$ cat src/rtl/sdram_capture_writer.sv
`default_nettype none
// ============================================================================
// Module   : sdram_capture_writer
// Purpose  : Packs an 8-bit sample stream into 16-bit words, buffers them in a
//            small FIFO and writes them to SDRAM through an Avalon-MM master.
//            Address and write count start over on every capture.
// Ports    : M100CLK           - clock, rising edge
//            lock              - asynchronous active-low reset
//            start / abort     - one-cycle capture control pulses
//            in_valid/in_data/in_ready - byte input handshake
//            avm_*             - Avalon-MM write master
//            busy/done/overflow/words_written - capture status
// Revision : 1.0 - initial release
// ============================================================================
module sdram_capture_writer #(
    parameter logic [24:0] BASE_ADDR = 25'h0000000,
    parameter int unsigned LEN_WORDS = 25'd262144,
    parameter int unsigned FIFO_LOG2 = 4
) (
    input  logic        M100CLK,
    input  logic        lock,
    input  logic        start,
    input  logic        abort,
    input  logic        in_valid,
    input  logic [7:0]  in_data,
    output logic        in_ready,
    output logic        avm_chipselect,
    output logic [24:0] avm_address,
    output logic [1:0]  avm_byteenable,
    output logic [15:0] avm_writedata,
    output logic        avm_write,
    input  logic        avm_waitrequest,
    output logic        busy,
    output logic        done,
    output logic        overflow,
    output logic [24:0] words_written
);

    localparam logic [1:0] c_IDLE    = 2'd0;
    localparam logic [1:0] c_CAPTURE = 2'd1;
    localparam logic [1:0] c_DRAIN   = 2'd2;
    localparam logic [1:0] c_DONE    = 2'd3;

    localparam int unsigned            c_DEPTH   = 1 << FIFO_LOG2;
    localparam logic [25:0]            c_LEN     = 26'(LEN_WORDS);
    localparam logic [FIFO_LOG2-1:0]   c_PTR_ONE = FIFO_LOG2'(1);
    localparam logic [FIFO_LOG2:0]     c_CNT_ONE = (FIFO_LOG2+1)'(1);

    logic [1:0]            r_state;
    logic                  r_abort;       // abort wind-down in progress
    logic [15:0]           r_mem [0:c_DEPTH-1];
    logic [FIFO_LOG2-1:0]  r_rd_ptr;
    logic [FIFO_LOG2-1:0]  r_wr_ptr;
    logic [FIFO_LOG2:0]    r_count;
    logic [7:0]            r_lo;          // first byte of the pair being packed
    logic                  r_half;        // r_lo holds a valid byte
    logic                  r_pend;        // packed word waiting to enter the FIFO
    logic [15:0]           r_pend_word;
    logic [25:0]           r_formed;      // words formed this capture
    logic [24:0]           r_addr;
    logic [24:0]           r_words;
    logic                  r_ovf;

    logic                  w_active;
    logic [FIFO_LOG2+1:0]  w_occ;
    logic                  w_room;
    logic                  w_need;
    logic                  w_accept;
    logic                  w_pop;
    logic                  w_push;
    logic                  w_inflight;
    logic                  w_abort_go;

    assign w_active   = (r_state == c_CAPTURE) || (r_state == c_DRAIN);
    // The pending packed word already owns a FIFO slot, so count it as occupied;
    // this keeps a push from ever landing on a full FIFO.
    assign w_occ      = {1'b0, r_count} + {{(FIFO_LOG2+1){1'b0}}, r_pend};
    assign w_room     = (w_occ[FIFO_LOG2+1:FIFO_LOG2] == 2'b00);
    assign w_need     = (r_formed < c_LEN);
    assign in_ready   = (r_state == c_CAPTURE) && !r_abort && w_room && w_need;
    assign w_accept   = in_valid && in_ready;
    assign avm_write  = w_active && (r_count != '0);
    assign w_pop      = avm_write && !avm_waitrequest;
    assign w_inflight = avm_write && avm_waitrequest;
    assign w_abort_go = abort && w_active && !r_abort;
    assign w_push     = r_pend && !w_abort_go;

    assign avm_chipselect = avm_write;
    assign avm_byteenable = 2'b11;
    assign avm_address    = r_addr;
    // Masked so the bus shows zero whenever no write is presented.
    assign avm_writedata  = avm_write ? r_mem[r_rd_ptr] : 16'h0000;
    assign busy           = w_active || r_abort;
    assign done           = (r_state == c_DONE);
    assign overflow       = r_ovf;
    assign words_written  = r_words;

    always_ff @(posedge M100CLK) begin
        if (w_push) begin
            r_mem[r_wr_ptr] <= r_pend_word;
        end
    end

    always_ff @(posedge M100CLK or negedge lock) begin
        if (!lock) begin
            r_state     <= c_IDLE;
            r_abort     <= 1'b0;
            r_rd_ptr    <= '0;
            r_wr_ptr    <= '0;
            r_count     <= '0;
            r_lo        <= 8'h00;
            r_half      <= 1'b0;
            r_pend      <= 1'b0;
            r_pend_word <= 16'h0000;
            r_formed    <= 26'd0;
            r_addr      <= BASE_ADDR;
            r_words     <= 25'd0;
            r_ovf       <= 1'b0;
        end else begin
            r_pend <= 1'b0;

            if (w_pop) begin
                r_rd_ptr <= r_rd_ptr + c_PTR_ONE;
                r_addr   <= r_addr + 25'd1;
                r_words  <= r_words + 25'd1;
            end

            if (w_abort_go) begin
                // Keep only the word stalled on the bus (if any); everything
                // behind it and the half-packed byte are thrown away.
                r_abort  <= 1'b1;
                r_half   <= 1'b0;
                r_wr_ptr <= (w_pop || w_inflight) ? r_rd_ptr + c_PTR_ONE : r_rd_ptr;
                r_count  <= w_inflight ? c_CNT_ONE : '0;
            end else begin
                if (w_accept) begin
                    if (r_half) begin
                        r_pend_word <= {in_data, r_lo};
                        r_pend      <= 1'b1;
                        r_half      <= 1'b0;
                        r_formed    <= r_formed + 26'd1;
                    end else begin
                        r_lo   <= in_data;
                        r_half <= 1'b1;
                    end
                end
                if (w_push) begin
                    r_wr_ptr <= r_wr_ptr + c_PTR_ONE;
                end
                if (w_push && !w_pop) begin
                    r_count <= r_count + c_CNT_ONE;
                end else if (!w_push && w_pop) begin
                    r_count <= r_count - c_CNT_ONE;
                end
            end

            if ((r_state == c_CAPTURE) && !r_abort && in_valid && !in_ready && w_need) begin
                r_ovf <= 1'b1;
            end

            case (r_state)
                c_IDLE, c_DONE: begin
                    if (start) begin
                        r_state  <= c_CAPTURE;
                        r_addr   <= BASE_ADDR;
                        r_words  <= 25'd0;
                        r_ovf    <= 1'b0;
                        r_formed <= 26'd0;
                        r_half   <= 1'b0;
                        r_pend   <= 1'b0;
                    end
                end
                c_CAPTURE: begin
                    if (r_abort) begin
                        if (r_count == '0) begin
                            r_state <= c_IDLE;
                            r_abort <= 1'b0;
                        end
                    end else if (!w_abort_go && (r_formed == c_LEN) && !r_pend) begin
                        r_state <= c_DRAIN;
                    end
                end
                c_DRAIN: begin
                    if (r_abort) begin
                        if (r_count == '0) begin
                            r_state <= c_IDLE;
                            r_abort <= 1'b0;
                        end
                    end else if (!w_abort_go && (r_count == '0) && !r_pend) begin
                        r_state <= c_DONE;
                    end
                end
                default: r_state <= c_IDLE;
            endcase
        end
    end

endmodule
`default_nettype wire

$ cat config.mk
export PLATFORM = sky130hd
export DESIGN_NAME = sdram_capture_writer
export DESIGN_NICKNAME = d
export VERILOG_FILES = /design/src/rtl/sdram_capture_writer.sv
export SDC_FILE = /design/constraint.sdc
export NUM_CORES = 1
export LEC_CHECK = 0
export ABC_AREA = 1
export ABC_CLOCK_PERIOD_IN_PS = 3750
export CORE_MARGIN = 4
export CORE_UTILIZATION = 37
export CTS_BUF_LIST = sky130_fd_sc_hd__clkbuf_8
export DETAILED_ROUTE_END_ITERATION = 16
export GPL_TIMING_DRIVEN = 0
export MAX_ROUTING_LAYER = met4
export PLACE_DENSITY = 0.59
export SLEW_MARGIN = 20
export SYNTH_ARGS = -nofsm -noshare
export SYNTH_HDL_FRONTEND = slang
export SYNTH_SLANG_ARGS = --single-unit
$ cat constraint.sdc
create_clock -name M100CLK -period 3.75 [get_ports M100CLK]
set_clock_uncertainty 0.2 [all_clocks]
set_input_delay 0.75 -clock M100CLK [delete_from_list [all_inputs] [get_ports M100CLK]]
set_output_delay 0.75 -clock M100CLK [all_outputs]
set_load 0.05 [all_outputs]
* After elaboration in Yosys (flattened, before gate mapping)
Memory sizes are Yosys's and may differ from the RTL's. Cells that the tools add are included. Widths: inputs -> output; s select.
Cells by class: $add $sub $neg 8, $lt $le $gt $ge 1, equality and inequality tests 7, multiplexer cells 45, bitwise gates (word level) 2, reduce and logical (&&, ||, !) cells 40
Operators by type and width (number):
- $mux 25 | 6
- $mux 26 | 5
- $add 25x1->25 const B | 2
- $add 26x1->26 const B | 1
- $eq 26x19->1 const B | 1
- $lt 26x19->1 const B | 1
- $mux 1 | 20
- $logic_and 1x1->1 | 19
- $mux 16 | 1
- $mux 5 | 3
- $mux 2 | 6
- $mux 4 | 3
- $reduce_and 3->1 | 3
- $add 4x1->4 const B | 2
- $logic_not 1->1 | 7
- $add 5x1->6 | 1
- $ne 3x2->1 const B | 2
- $pmux 2 s3 | 1
- $add 5x1->5 const B | 1
- $logic_not 5->1 | 1
- $reduce_bool 5->1 | 1
- $sub 5x1->5 const B | 1
- $eq 2x2->1 const B | 2
- $logic_not 2->1 | 2
- 7 further kinds | 11
Word-level totals: bits in registers 119, RAM bits 256, bits of input ports 14, logic and storage cells 117, memories kept 1
Memories:
- r_mem | depth 16, bits a word 16, read ports 1, clocked after memory_dff 0, wr ports 1, line 51 | logic [15:0] r_mem [0:c_DEPTH-1];

* Depth between registers and ports, before layout
Gate-level depths: netlist of the first run.
depth in word-level cells 11, depth in mapped cells 15, gate-level depth less buffers 15

* Worst setup path after synthesis of the first run
No wires, ideal clock.
kind register -> output, start register r_state[0], end output port avm_writedata[10], data arrival time 2352 ps, required time 2800 ps, slack 448 ps, cell stages (with the launch flop) 9, path buffers 1, path through dfrtp_1 inv_1 ha_1 inv_2 nand2_1 inv_2 buf_2 nand2_1 a21oi_1
On the way: longest elaborated chain between the ends 4
Ends and longest elaborated chain:
- start: declaration | line 49 | logic [1:0] r_state;
- start signal: assignment | line 106 | r_state <= c_IDLE;
- start signal: assignment | line 164 | r_state <= c_CAPTURE;
- start signal: assignment | line 176 | r_state <= c_IDLE;
- $eq 2x1->1 / $eq 2x2->1 (equally long branches) | line 74 | assign w_active = (r_state == c_CAPTURE) || (r_state == c_DRAIN);
- $logic_or 1x1->1 (*) | line 74
- $logic_and 1x1->1 (*) | line 82 | assign avm_write = w_active && (r_count != '0);
- net avm_chipselect | line 27 | output logic avm_chipselect,
- $mux 16 (*) | line 92 | assign avm_writedata = avm_write ? r_mem[r_rd_ptr] : 16'h0000;
- end: declaration | line 30 | output logic [15:0] avm_writedata,
The timed path passes the listed nets; every way through them passes the cells marked *.

* Worst setup path in the final report of the first run
start register r_rd_ptr[0], end output port avm_writedata[0]
On the way: longest elaborated chain between the ends 2
Ends and longest elaborated chain:
- start: declaration | line 52 | logic [FIFO_LOG2-1:0] r_rd_ptr;
- start signal: assignment | line 123 | r_rd_ptr <= r_rd_ptr + c_PTR_ONE;
- $mem_v2 16x16
- $mux 16 | line 92
Every way passes these cells.

==> impl_metrics.ini, run 1 <==
[cells_and_area]
drive_gt1_share_pct = 13.0
n_antenna_cell = 0
design_area_mm2 = 0.0200
area_growth_pct = 19.1
nets = 1888

[drt]
drtIter0Drc = 980
vias = 12700
post-route-drc-count = 0
ant_nets = 0
routedWlPerCell_um = 18.3
wl_um = 45700
routed_via_density = 5.09
firstDrtPassIters = 5

[critical_path]
crit_chain = buf_2, clkbuf_4, nor2_1, o22ai_1, nand2_1, nand3_1, nand2_1, a21oi_1, buf_4
path_common_cell = nand2_1
crit_required_ns = 2.80
slowest_stage = dfrtp_2
slowest_delay_ns = 0.49
worstPathArrival_ns = 2.72
crit_fanout = 10
critPathKind = flop to output pin
cp-end-kind = output pin
startpoint_type = flop

[global_route]
grt_use_met1_pct = 25.2
gr-usage-met2_pct = 29.6
grt_antenna_before_repair = 0
grt_max_degree = 78
grt_first_pass_wirelength_um = 71700
grt_overflow = 0
grt_use_total_pct = 19.0
top_usage_layer = met2
first_global_vias = 12900
use_met3_pct = 3.72

[sta]
period_minus_slack_ns = 3.67
setup_viol = 0
relSlewSlack_pct = 41.0
hold_viol = 0
hold_ws_ns = 0.255
tns_ns = 0
fmaxAchievable_mhz = 272
rsz0062_at_grt = yes
final.period_utilization_pct = 97.9
worst_pin_slew_ns = 0.884
slew_viol_final = 0
worst_slack_ns = 0.0788

[placement]
post-place-ws_ns = -0.170
routabilityCongestion = 0.923
port-buffer-count = 85
place_hpwl_um = 31400
placed_area_mm2 = 0.0187

[synth]
synth_cells = 1685
syn_area_per_cell_um2 = 9.95
async_reset_ff_share_pct = 31.7
synth-seq-cells = 375
ys_top_cells_by_area = edfxtp_1 (46%), dfrtp_1 (18%), nand2_1 (7.2%)
synth_top_cell_area_share_pct = 45.8
yosysSeqAreaShare_pct = 63.6
synth_top_area_cell = edfxtp_1
syn_area_mm2 = 0.0168
synth_cell_types = 44
synth_edf_count = 256
synth_ff_type = edfxtp_1
yosys_warnings = 0

[floorplan]
core_area_mm2 = 0.0445
start_util_pct = 37.7
dieWidth_um = 221
ios = 88
fp.dieH_um = 221
rows = 77
dieArea_mm2 = 0.0488

[cts]
cts_inserted_buffers = 66
path_clk_slew_ns = 0.06
clockRootBuffer = clkbuf_8
cts.path.max_buffers = 3
htree_levels = 3
cts_tree = done
clock_sinks = 375
clk-insertion-delay-late_ns = 0.61

[outcome]
status = complete, no violations

[pwr]
leakage_nw = 7.97
ir_drop_v = 0.000474
total_power_w = 0.0153
power.density_mw_per_mm2 = 767

[run]
drv_cap = 0

[worst_hold_path]
hp-class = flop to flop
==> cells in the final DEF, fill, tap and decap left out, types with 10 or more instances in the layout <==
cell type,netlist,layout
ha_1,17,17
nor3_1,28,28
nand4_1,18,18
clkbuf_8,0,70
buf_2,21,10
clkbuf_2,0,20
buf_8,1,14
nor2_1,273,257
a21oi_1,68,64
o22ai_1,66,59
clkinv_2,0,10
clkinv_1,1,13
nand3_1,70,70
clkbuf_1,39,13
buf_4,7,30
edfxtp_1,256,256
inv_1,125,145
dfrtp_1,119,118
clkdlybuf4s50_1,0,65
nor2_2,8,24
nand2_1,323,322
o21ai_1,15,15
o21ai_0,165,165
==> flip-flops by register name, indices dropped and copies added, names as in the netlist <==
register and count:
r_half 1, r_count 5, r_mem 256, overflow 1
r_formed 26, r_rd_ptr 4, r_abort 1, avm_address 25
words_written 25, r_pend_word 16, r_state 2, r_pend 1
r_wr_ptr 4, r_lo 8
==> per-stage QoR <==
stage | std cells | util, %
5_1_grt | 2500 | 44.9
3_5_place_dp | 2379 | 41.9
6_report | 2500 | 44.9
3_3_place_gp | 2363 | 41.3
4_1_cts | 2500 | 44.7
2_1_floorplan | 1686 | -
==> per-layer routing <==
layer	wire [um]	part of all wire (%)	up-vias
met3	2990	6.6	93
met2	21000	46	411
li1	-	-	6109
met1	20300	44	6100
met4	1350	2.9	0
met5	0	0	-
==> worst paths after layout <==
| kind | start | endpoint | slack (ns) | cells past startpoint |
|---|---|---|---|---|
| max in group asynchronous | lock | words_written[12] | 2.22 | 3 |
| min reg2reg | r_lo[6] | r_pend_word[6] | 0.26 | 2 |
| min in group asynchronous | lock | r_count[3] | 0.42 | 2 |
| max reg2reg | r_state[0] | r_count[4] | 0.57 | 15 |
| max | r_rd_ptr[0] | avm_writedata[0] | 0.08 | 9 |
| min | r_lo[6] | r_pend_word[6] | 0.26 | 2 |
==> cell families after synthesis <==
family	Yosys count	synth area share, %
DFF	375	63.6
AOI/OAI and AO/OA	329	10.6
and+or+nand+nor	741	18.7
buffers and inverters	211	5.16
adders and majority gates	18	1.39
other	1	0.0224
xor gates and xnor gates	10	0.522
==> Yosys cell counts (all sizes together), types with 2 or more instances <==
cell type and n:
a21oi 68, buf 35, clkbuf 39, dfrtp 119
ha 17, nand2 324, o21bai 4, o21ai 186
nand3b 2, xor2 9, nand4 19, o22ai 66
nor4 2, nor3 29, edfxtp 256, nor2 287
nand3 77, inv 136
==> timing repair <==
action	4_1_cts	5_1_grt
hold buffers	1	0
endpoints found under the hold margin	42	0
setup buffers	0	1
endpoints found under the setup margin	18	18
pin swaps	0	2
gates resized for setup	130	46
==> power by group <==
part,internal (W),switching [W],total [W]
Combinational,0.00176,0.00423,0.00599
Sequential,0.00510,0.000785,0.00588
Clock,0.00175,0.00171,0.00346
Total,0.00861,0.00672,0.0153
==> final cells by class <==
cell class	count	area (um^2)
fill	4240	24500
sequential	375	10700
multi-input combinational	1100	5340
timing repair buffer	103	1070
clock buffer	70	963
tap	592	741
inverter	137	522
buffer	73	427
clock inverter	50	243
==> critical path: cells and delay by family (launching register included) <==
family          cells  cell delay (ns)
compound gates      2             0.45
buf+inv             3             0.82
flops               1             0.49
simple gates        4             0.34
Power figures use the tool's default switching activity.
==> run 2: changes to the inputs <==
--- a/config.mk
+++ b/config.mk
@@ -8,12 +8,12 @@
 export ABC_AREA = 1
 export ABC_CLOCK_PERIOD_IN_PS = 3750
 export CORE_MARGIN = 4
-export CORE_UTILIZATION = 37
+export CORE_UTILIZATION = 45
 export CTS_BUF_LIST = sky130_fd_sc_hd__clkbuf_8
 export DETAILED_ROUTE_END_ITERATION = 16
 export GPL_TIMING_DRIVEN = 0
 export MAX_ROUTING_LAYER = met4
-export PLACE_DENSITY = 0.59
+export PLACE_DENSITY = 0.68
 export SLEW_MARGIN = 20
 export SYNTH_ARGS = -nofsm -noshare
 export SYNTH_HDL_FRONTEND = slang
==> impl_metrics.ini, run 2 (synthesis results as in run 1) <==
[pwr]
power.density_mw_per_mm2 = 768
p_seq_share_pct = 38.8
ir_drop_v = 0.000406
leakage_nw = 7.88
p_switching_w = 0.00656
p_comb_share_pct = 39.2
p_clk_share_pct = 22.0
p_sw_share_pct = 43.4
p_int_w = 0.00856

[cts]
cts_inserted_buffers = 60
clk-insertion-delay-late_ns = 0.65
htree_levels = 2
clockRootBuffer = clkbuf_8
cts_tree = done
clock_sinks = 375
cts.path.max_buffers = 3
path_clk_slew_ns = 0.06

[cells_and_area]
design_area_mm2 = 0.0197
area_growth_pct = 17.4
n_antenna_cell = 0
largest_register_ffs = 256
multi_input_area_mm2 = 0.00532
reg_top3 = r_mem: 256 flops, r_formed: 26 flops
drive_gt1_share_pct = 12.4
regArea_mm2 = 0.0107
final_cell_mix = nand2_1 (323), nor2_1 (257), edfxtp_1 (256), o21ai_0 (165), inv_1 (143)
largest-register = r_mem
nets = 1882
fillers = 3250
layout_commonest_cell = nand2_1

[sta]
hold_ws_ns = 0.290
relSlewSlack_pct = 37.9
slew_viol_final = 0
fmaxAchievable_mhz = 274
hold_viol = 0
final.period_utilization_pct = 97.4
period_minus_slack_ns = 3.65
tns_ns = 0
worst_pin_slew_ns = 0.931
setup_viol = 0

[floorplan]
start_util_pct = 45.7
rows = 70
dieArea_mm2 = 0.0404
ios = 88
dieWidth_um = 201
core_area_mm2 = 0.0367
fp.dieH_um = 201

[critical_path]
crit_required_ns = 2.80
worstPathArrival_ns = 2.70
rrSetupSlack_ns = 0.65
startpoint_type = flop
cp-end-kind = output pin
crit_fanout = 11
crit_start = r_state[0]
critPathKind = flop to output pin
r2r_start = r_state[0]

[global_route]
grt_max_degree = 66
grt_first_pass_wirelength_um = 69200
grt_antenna_before_repair = 0
grt_overflow = 0
first_global_vias = 12500
grt_use_total_pct = 22.2

[drt]
routedWlPerCell_um = 18.7
ant_nets = 0
routed_via_density = 5.39
firstDrtPassIters = 5
drtIter0Drc = 1049
wl_um = 44100
vias = 12700
post-route-drc-count = 0

[worst_hold_path]
hp-class = flop to flop
min-delay-start = r_lo[0]

[outcome]
status = complete, no violations

[placement]
placed_area_mm2 = 0.0185
port-buffer-count = 85
place_hpwl_um = 30200
routabilityCongestion = 0.937

[run]
drv_cap = 0
## run 2: final cells by class
type	count	area share (%)
inverter	137	2.65
timing repair buffer	102	5.29
buffer	74	2.18
clock buffer	64	4.47
sequential	375	54.2
multi-input combinational	1100	27.0
tap	468	2.97
clock inverter	42	1.23
## run 2: power groups by stage
| stage | Clock, W | Sequential (W) | Combinational (W) |
|---|---|---|---|
| 3_5_place_dp | 0 | 0.00594 | 0.00575 |
| 4_1_cts | 0.00338 | 0.00586 | 0.00574 |
| 3_3_place_gp | 0 | 0.00590 | 0.00564 |
| 5_1_grt | 0.00358 | 0.00593 | 0.00643 |
| 2_1_floorplan | 0 | 0.00574 | 0.00364 |
| 6_report | 0.00333 | 0.00587 | 0.00592 |
## run 2: metrics by stage
step	total power, W	cells	worst slack (ns)	util [%]
3_5_place_dp	0.0117	2253	-0.167	50.3
3_3_place_gp	0.0115	2239	-3.17	49.6
5_1_grt	0.0159	2362	-0.000900	53.6
4_1_cts	0.0150	2360	0.00332	53.4
2_1_floorplan	0.00938	1686	0.448	-
6_report	0.0151	2362	0.0962	53.6
## run 2: final timing paths
path,to,depth (start not counted)
min in group asynchronous,r_count[0],2
worst min register to register,r_pend_word[0],2
worst max register to register,r_count[4],15
max in group asynchronous,words_written[16],3
worst min-delay path,r_pend_word[0],2
worst max-delay path,avm_writedata[14],9
## run 2: timing repair
| action | CTS | global route |
|---|---|---|
| setup buffers | 0 | 2 |
| setup endpoints to repair | 19 | 18 |
| gates resized for setup | 130 | 44 |
| hold endpoints to repair | 54 | 0 |
| hold buffers | 1 | 0 |
| pin swaps | 1 | 3 |
## run 2: critical path, cell delays in order (launching register included)
cell and delay, ns:
dfrtp_1 0.41, inv_1 0.06, ha_1 0.37, inv_4 0.16, nand2_1 0.16, inv_4 0.15, buf_4 0.20, nand2_1 0.07
a21oi_1 0.19, clkbuf_4 0.28
## run 2: per-layer routing
layer | global-route usage [%] | up-vias | share of wire (%)
li1 | - | 6079 | -
met3 | 4.02 | 87 | 7.7
met5 | - | - | 0
met1 | 29.9 | 6100 | 42
met4 | 7.69 | 0 | 3.3
met2 | 34.2 | 469 | 47
